--- src/rtl/t_ff_counter_if.sv ---
// Bus bundle for t_ff_counter: control/data inputs and q/tc/wrap status.
// The counter module takes the slave modport; the driving side takes master.
interface t_ff_counter_if #(
    parameter int WIDTH = 8
);
    logic             en;
    logic [1:0]       mode;
    logic             load;
    logic [WIDTH-1:0] load_val;
    logic [WIDTH-1:0] t;
    logic [WIDTH-1:0] q;
    logic             tc;
    logic             wrap;

    modport master (
        output en, mode, load, load_val, t,
        input  q, tc, wrap
    );

    modport slave (
        input  en, mode, load, load_val, t,
        output q, tc, wrap
    );
endinterface

--- src/rtl/t_ff_counter.sv ---
// WIDTH-bit T-flip-flop register: toggle bank, up/down counter or hold, with load, tc and wrap.
// Define T_FF_CNT_SAT_EN to make UP/DOWN saturate at the terminal value (wrap tied low).
module t_ff_counter #(
    parameter int               WIDTH = 8,
    parameter logic [WIDTH-1:0] INIT  = '0
) (
    input  logic         clk,
    input  logic         rst,
    t_ff_counter_if.slave bus
);
    localparam logic [1:0] MODE_BANK = 2'b00;
    localparam logic [1:0] MODE_UP   = 2'b01;
    localparam logic [1:0] MODE_DOWN = 2'b10;

    logic [WIDTH-1:0] q_r;
    logic [WIDTH-1:0] tog;
    logic             run_ones;
    logic             run_zeros;
    logic             terminal;

    // Terminal value of the active count direction; also the wrap condition.
    assign terminal = ((bus.mode == MODE_UP)   && (&q_r)) ||
                      ((bus.mode == MODE_DOWN) && (~|q_r));

    always_comb begin
        tog       = '0;
        run_ones  = 1'b1;
        run_zeros = 1'b1;
        case (bus.mode)
            MODE_BANK: tog = bus.t;
            MODE_UP: begin
                for (int i = 0; i < WIDTH; i++) begin
                    tog[i]   = run_ones;
                    run_ones = run_ones & q_r[i];
                end
            end
            MODE_DOWN: begin
                for (int i = 0; i < WIDTH; i++) begin
                    tog[i]    = run_zeros;
                    run_zeros = run_zeros & ~q_r[i];
                end
            end
            default: tog = '0;
        endcase
`ifdef T_FF_CNT_SAT_EN
        if (terminal) begin
            tog = '0;
        end
`endif
    end

    always_ff @(posedge clk) begin
        if (rst) begin
            q_r <= INIT;
        end else if (bus.load) begin
            q_r <= bus.load_val;
        end else if (bus.en) begin
            q_r <= q_r ^ tog;
        end
    end

`ifdef T_FF_CNT_SAT_EN
    assign bus.wrap = 1'b0;
`else
    logic wrap_r;

    always_ff @(posedge clk) begin
        if (rst || bus.load || !bus.en) begin
            wrap_r <= 1'b0;
        end else begin
            wrap_r <= terminal;
        end
    end

    assign bus.wrap = wrap_r;
`endif

    assign bus.q  = q_r;
    assign bus.tc = terminal;
endmodule

--- src/flat_wrapper.sv ---
// flat-port wrapper written by rule: the top's interface ports become plain ports
module t_ff_counter_flat 
#(
    parameter int               WIDTH = 8,
    parameter logic [WIDTH-1:0] INIT  = '0
)
  (clk, rst, bus_en, bus_mode, bus_load, bus_load_val, bus_t, bus_q, bus_tc, bus_wrap);
  t_ff_counter_if #(.WIDTH(WIDTH)) bus_i ();
  input  logic clk;
  input  logic rst;
  input wire logic [$bits(bus_i.en)-1:0] bus_en;
  input wire logic [$bits(bus_i.mode)-1:0] bus_mode;
  input wire logic [$bits(bus_i.load)-1:0] bus_load;
  input wire logic [$bits(bus_i.load_val)-1:0] bus_load_val;
  input wire logic [$bits(bus_i.t)-1:0] bus_t;
  output wire logic [$bits(bus_i.q)-1:0] bus_q;
  output wire logic [$bits(bus_i.tc)-1:0] bus_tc;
  output wire logic [$bits(bus_i.wrap)-1:0] bus_wrap;
  assign bus_i.en = bus_en;
  assign bus_i.mode = bus_mode;
  assign bus_i.load = bus_load;
  assign bus_i.load_val = bus_load_val;
  assign bus_i.t = bus_t;
  assign bus_q = bus_i.q;
  assign bus_tc = bus_i.tc;
  assign bus_wrap = bus_i.wrap;
  t_ff_counter #(.WIDTH(WIDTH), .INIT(INIT)) u_core (.clk(clk), .rst(rst), .bus(bus_i));
endmodule
--- config.mk ---
export PLATFORM = sky130hd
export DESIGN_NAME = t_ff_counter_flat
export DESIGN_NICKNAME = d
export VERILOG_FILES = /design/src/rtl/t_ff_counter_if.sv /design/src/rtl/t_ff_counter.sv /design/src/flat_wrapper.sv
export SDC_FILE = /design/constraint.sdc
export NUM_CORES = 1
export LEC_CHECK = 0
export BUFFER_PORTS_ARGS = -buffer_cell sky130_fd_sc_hd__buf_2
export CAP_MARGIN = 15
export CORE_MARGIN = 5
export CORE_UTILIZATION = 25
export DETAILED_ROUTE_END_ITERATION = 8
export PLACE_DENSITY_LB_ADDON = 0.1
export SYNTH_ARGS = -nofsm -noshare
export SYNTH_HDL_FRONTEND = slang
export SYNTH_SLANG_ARGS = --single-unit
--- constraint.sdc ---
create_clock -name clk -period 2.2 [get_ports clk]
set_input_delay 0.11 -clock clk [delete_from_list [all_inputs] [get_ports clk]]
set_output_delay 0.11 -clock clk [all_outputs]
set_load 0.05 [all_outputs]
==> reports/metrics.yaml <==
required_ns: 2.09
hold_path_end: "u_core.bus.q[2]"
yosysSeqAreaShare: 0.244
wl_per_cell_um: 14.6
die_area_mm2: 0.00413
start_util: 0.265
syn-cell-area_um2: 737
insertedDiodeCount: 0
endpoint_kind: "primary output"
grt_max_degree: 18
whs_path_depth: 3
grt_pass1_wl_mm: 4.03
die_h_um: 64.3
drv_cap: 0
cp_cell_sequence: "or4b_4 -> or4_4 -> nand2_2 -> buf_8"
hp-start: "bus_load_val[2]"
hold_class: "primary input to flop"
clk-insertion-delay-late_ns: 0.27
synth_edf_count: 0
max_stage_delay_ns: 0.55
syn_to_final_growth_pct: 36.7
syn_nets: 122
powerDensity_mw_per_mm2: 506
cp-start-kind: "flop"
grt_pass1_vias: 876
cts_max_level: 1
tritoncts: "yes"
drive_gt1_frac: 0.383
peakVddDrop_uv: 186
layout.nets: 160
synth_seq_cells: 9
numCtsBuffers: 3
post-route-period-util: 0.918
rows: 19
dp_hpwl_mm: 1.79
leakage_nw: 0.440
setup_viol: 0
reg2reg_from: "u_core.bus.q[2]"
grt_overflow: 0
avgViaCountPerCell: 5.36
cts-root-buf: "clkbuf_4"
dr.first_iter.drc_count: 42
clk_path_buf_depth: 2
async_reset_ff_frac: 0
ys.flop_type: "dfxtp_1"
first_pass_iters: 4
wirelength_mm: 2.39
clk_pin_slew_ns: 0.07
slew_headroom: 0.669
tightestPinTransition_ns: 0.494
io_buffers: 31
whs_ns: 0.107
nFillCells: 311
seq_area_um2: 181
fmax_ghz: 0.495
r2r_end: "u_core.bus.q[5]"
multi_input_area_um2: 528
worst-setup-path-type: "flop to primary output"
drc: 0
syn_inst: 96
vias: 879
ioPinCount: 32
r2r_cells: 5
period_minus_slack_ns: 2.02
status: "complete, no violations"
slowest_stage: "or4b_4"
routabilityCongestion: 0.721
gr-usage-all-layers: 0.120
maxSlewViolCount: 0
antenna_found_initial: 0
synth_warnings: 0
cp.arrival_ns: 1.91
ant_nets: 0
tns_ns: 0
coreArea_mm2: 0.00278
die_width_um: 64.3
clkSinkCount: 9
rsz0062_at_grt: "false"
ys_types: 35
worst-path-max-fanout: 5
finClkSkew_ns: 0.00828
avgSynthCellArea_um2: 7.68
hold_viol: 0
rrSetupSlack_ns: 0.20
-- cell usage after synthesis, types with 3 or more instances --
library cell	count	area share
nand2_1	9	0.046
inv_1	3	0.015
clkbuf_1	5	0.025
nand4_1	4	0.034
ha_1	4	0.068
or4_1	3	0.031
a21oi_1	3	0.020
a211oi_1	3	0.031
nand3_1	8	0.054
xnor2_1	3	0.036
and3_1	3	0.025
a31oi_1	3	0.025
dfxtp_1	9	0.24
nor2_1	7	0.036
-- logic make-up after synthesis --
kind of cell | Yosys count | share of synthesized area
AOI/OAI and AO/OA | 19 | 0.192
DFF | 9 | 0.244
xor gates and xnor gates | 3 | 0.0357
muxes | 2 | 0.0272
and+or+nand+nor | 50 | 0.387
adders and majority gates | 4 | 0.0679
buffers and inverters | 9 | 0.0458
-- worst max-delay path: cells and delay by family, from the launching register on --
kind	cells	cell delay [ns]
AND/OR/NAND/NOR	3	1.14
buffers and inverters	1	0.14
flip-flops	1	0.35
-- cell type report --
class                           instances  share of cell area
Multi-Input combinational cell         78               0.524
Timing Repair Buffer                   38               0.216
Sequential cell                         9               0.180
Tap cell                               31              0.0385
Clock buffer                            4              0.0261
Inverter                                4              0.0149
-- state kept, by name, summed over array words and instances, names as in the netlist --
signal and flops:
u_core.bus.wrap 1, u_core.bus.q 8
-- worst max path at each step --
| stage | startpoint | to | slack (ns) | cells after the start |
|---|---|---|---|---|
| 5_1_grt | u_core.bus.q[2] | u_core.bus.q[5] | 0.13 | 5 |
| 6_report | u_core.bus.q[2] | bus_tc | 0.18 | 4 |
| 2_1_floorplan | u_core.bus.q[0] | bus_tc | 0.06 | 3 |
| 4_1_cts | u_core.bus.q[2] | bus_tc | 0.008 | 4 |
| 3_5_place_dp | bus_mode[0] | bus_tc | 0.10 | 7 |
| 3_3_place_gp | bus_mode[0] | bus_tc | 0.13 | 7 |
-- layout by cell type, fill, tap and decap left out, drive strengths merged, types with 4 or more instances in the layout --
cell type  count
buf           38
clkbuf         4
dfxtp          9
ha             4
nand2          9
nand3          8
nand4          4
nor2           7
or4            5
-- what timing repair did --
action                                  CTS  global route
setup buffers                             0             2
hold buffers                              0             0
pin swaps                                 0             1
endpoints found under the setup margin    1             1
gates resized for setup                   2             3
-- stage by stage --
stage | cells | area (um2) | setup WS [ns] | power [mW] | utilization
finish | 164 | 1010 | 0.180 | 0.510 | 0.362
global route | 164 | 1010 | 0.126 | 0.538 | 0.362
CTS | 162 | 985 | 0.00775 | 0.508 | 0.354
detailed placement | 158 | 952 | 0.100 | 0.370 | 0.342
global placement | 158 | 952 | 0.129 | 0.368 | 0.342
floorplan | 96 | 739 | 0.0568 | 0.308 | -
-- report_power, final --
| part | switching, mW | total [mW] | internal [mW] |
|---|---|---|---|
| clock network | 0.0682 | 0.138 | 0.0702 |
| logic | 0.113 | 0.181 | 0.0679 |
| registers | 0.0145 | 0.190 | 0.176 |
-- metal layers --
metal  up-vias  share of wire  wire [um]  global-route usage
li1        440              -          -                   -
met1       409           0.46       1110               0.155
met2        26           0.48       1140               0.188
met3         4          0.046        111              0.0280
met4         0          0.015         36              0.0534
met5         -              0          0                   0
(Power assumes the default switching activity.)
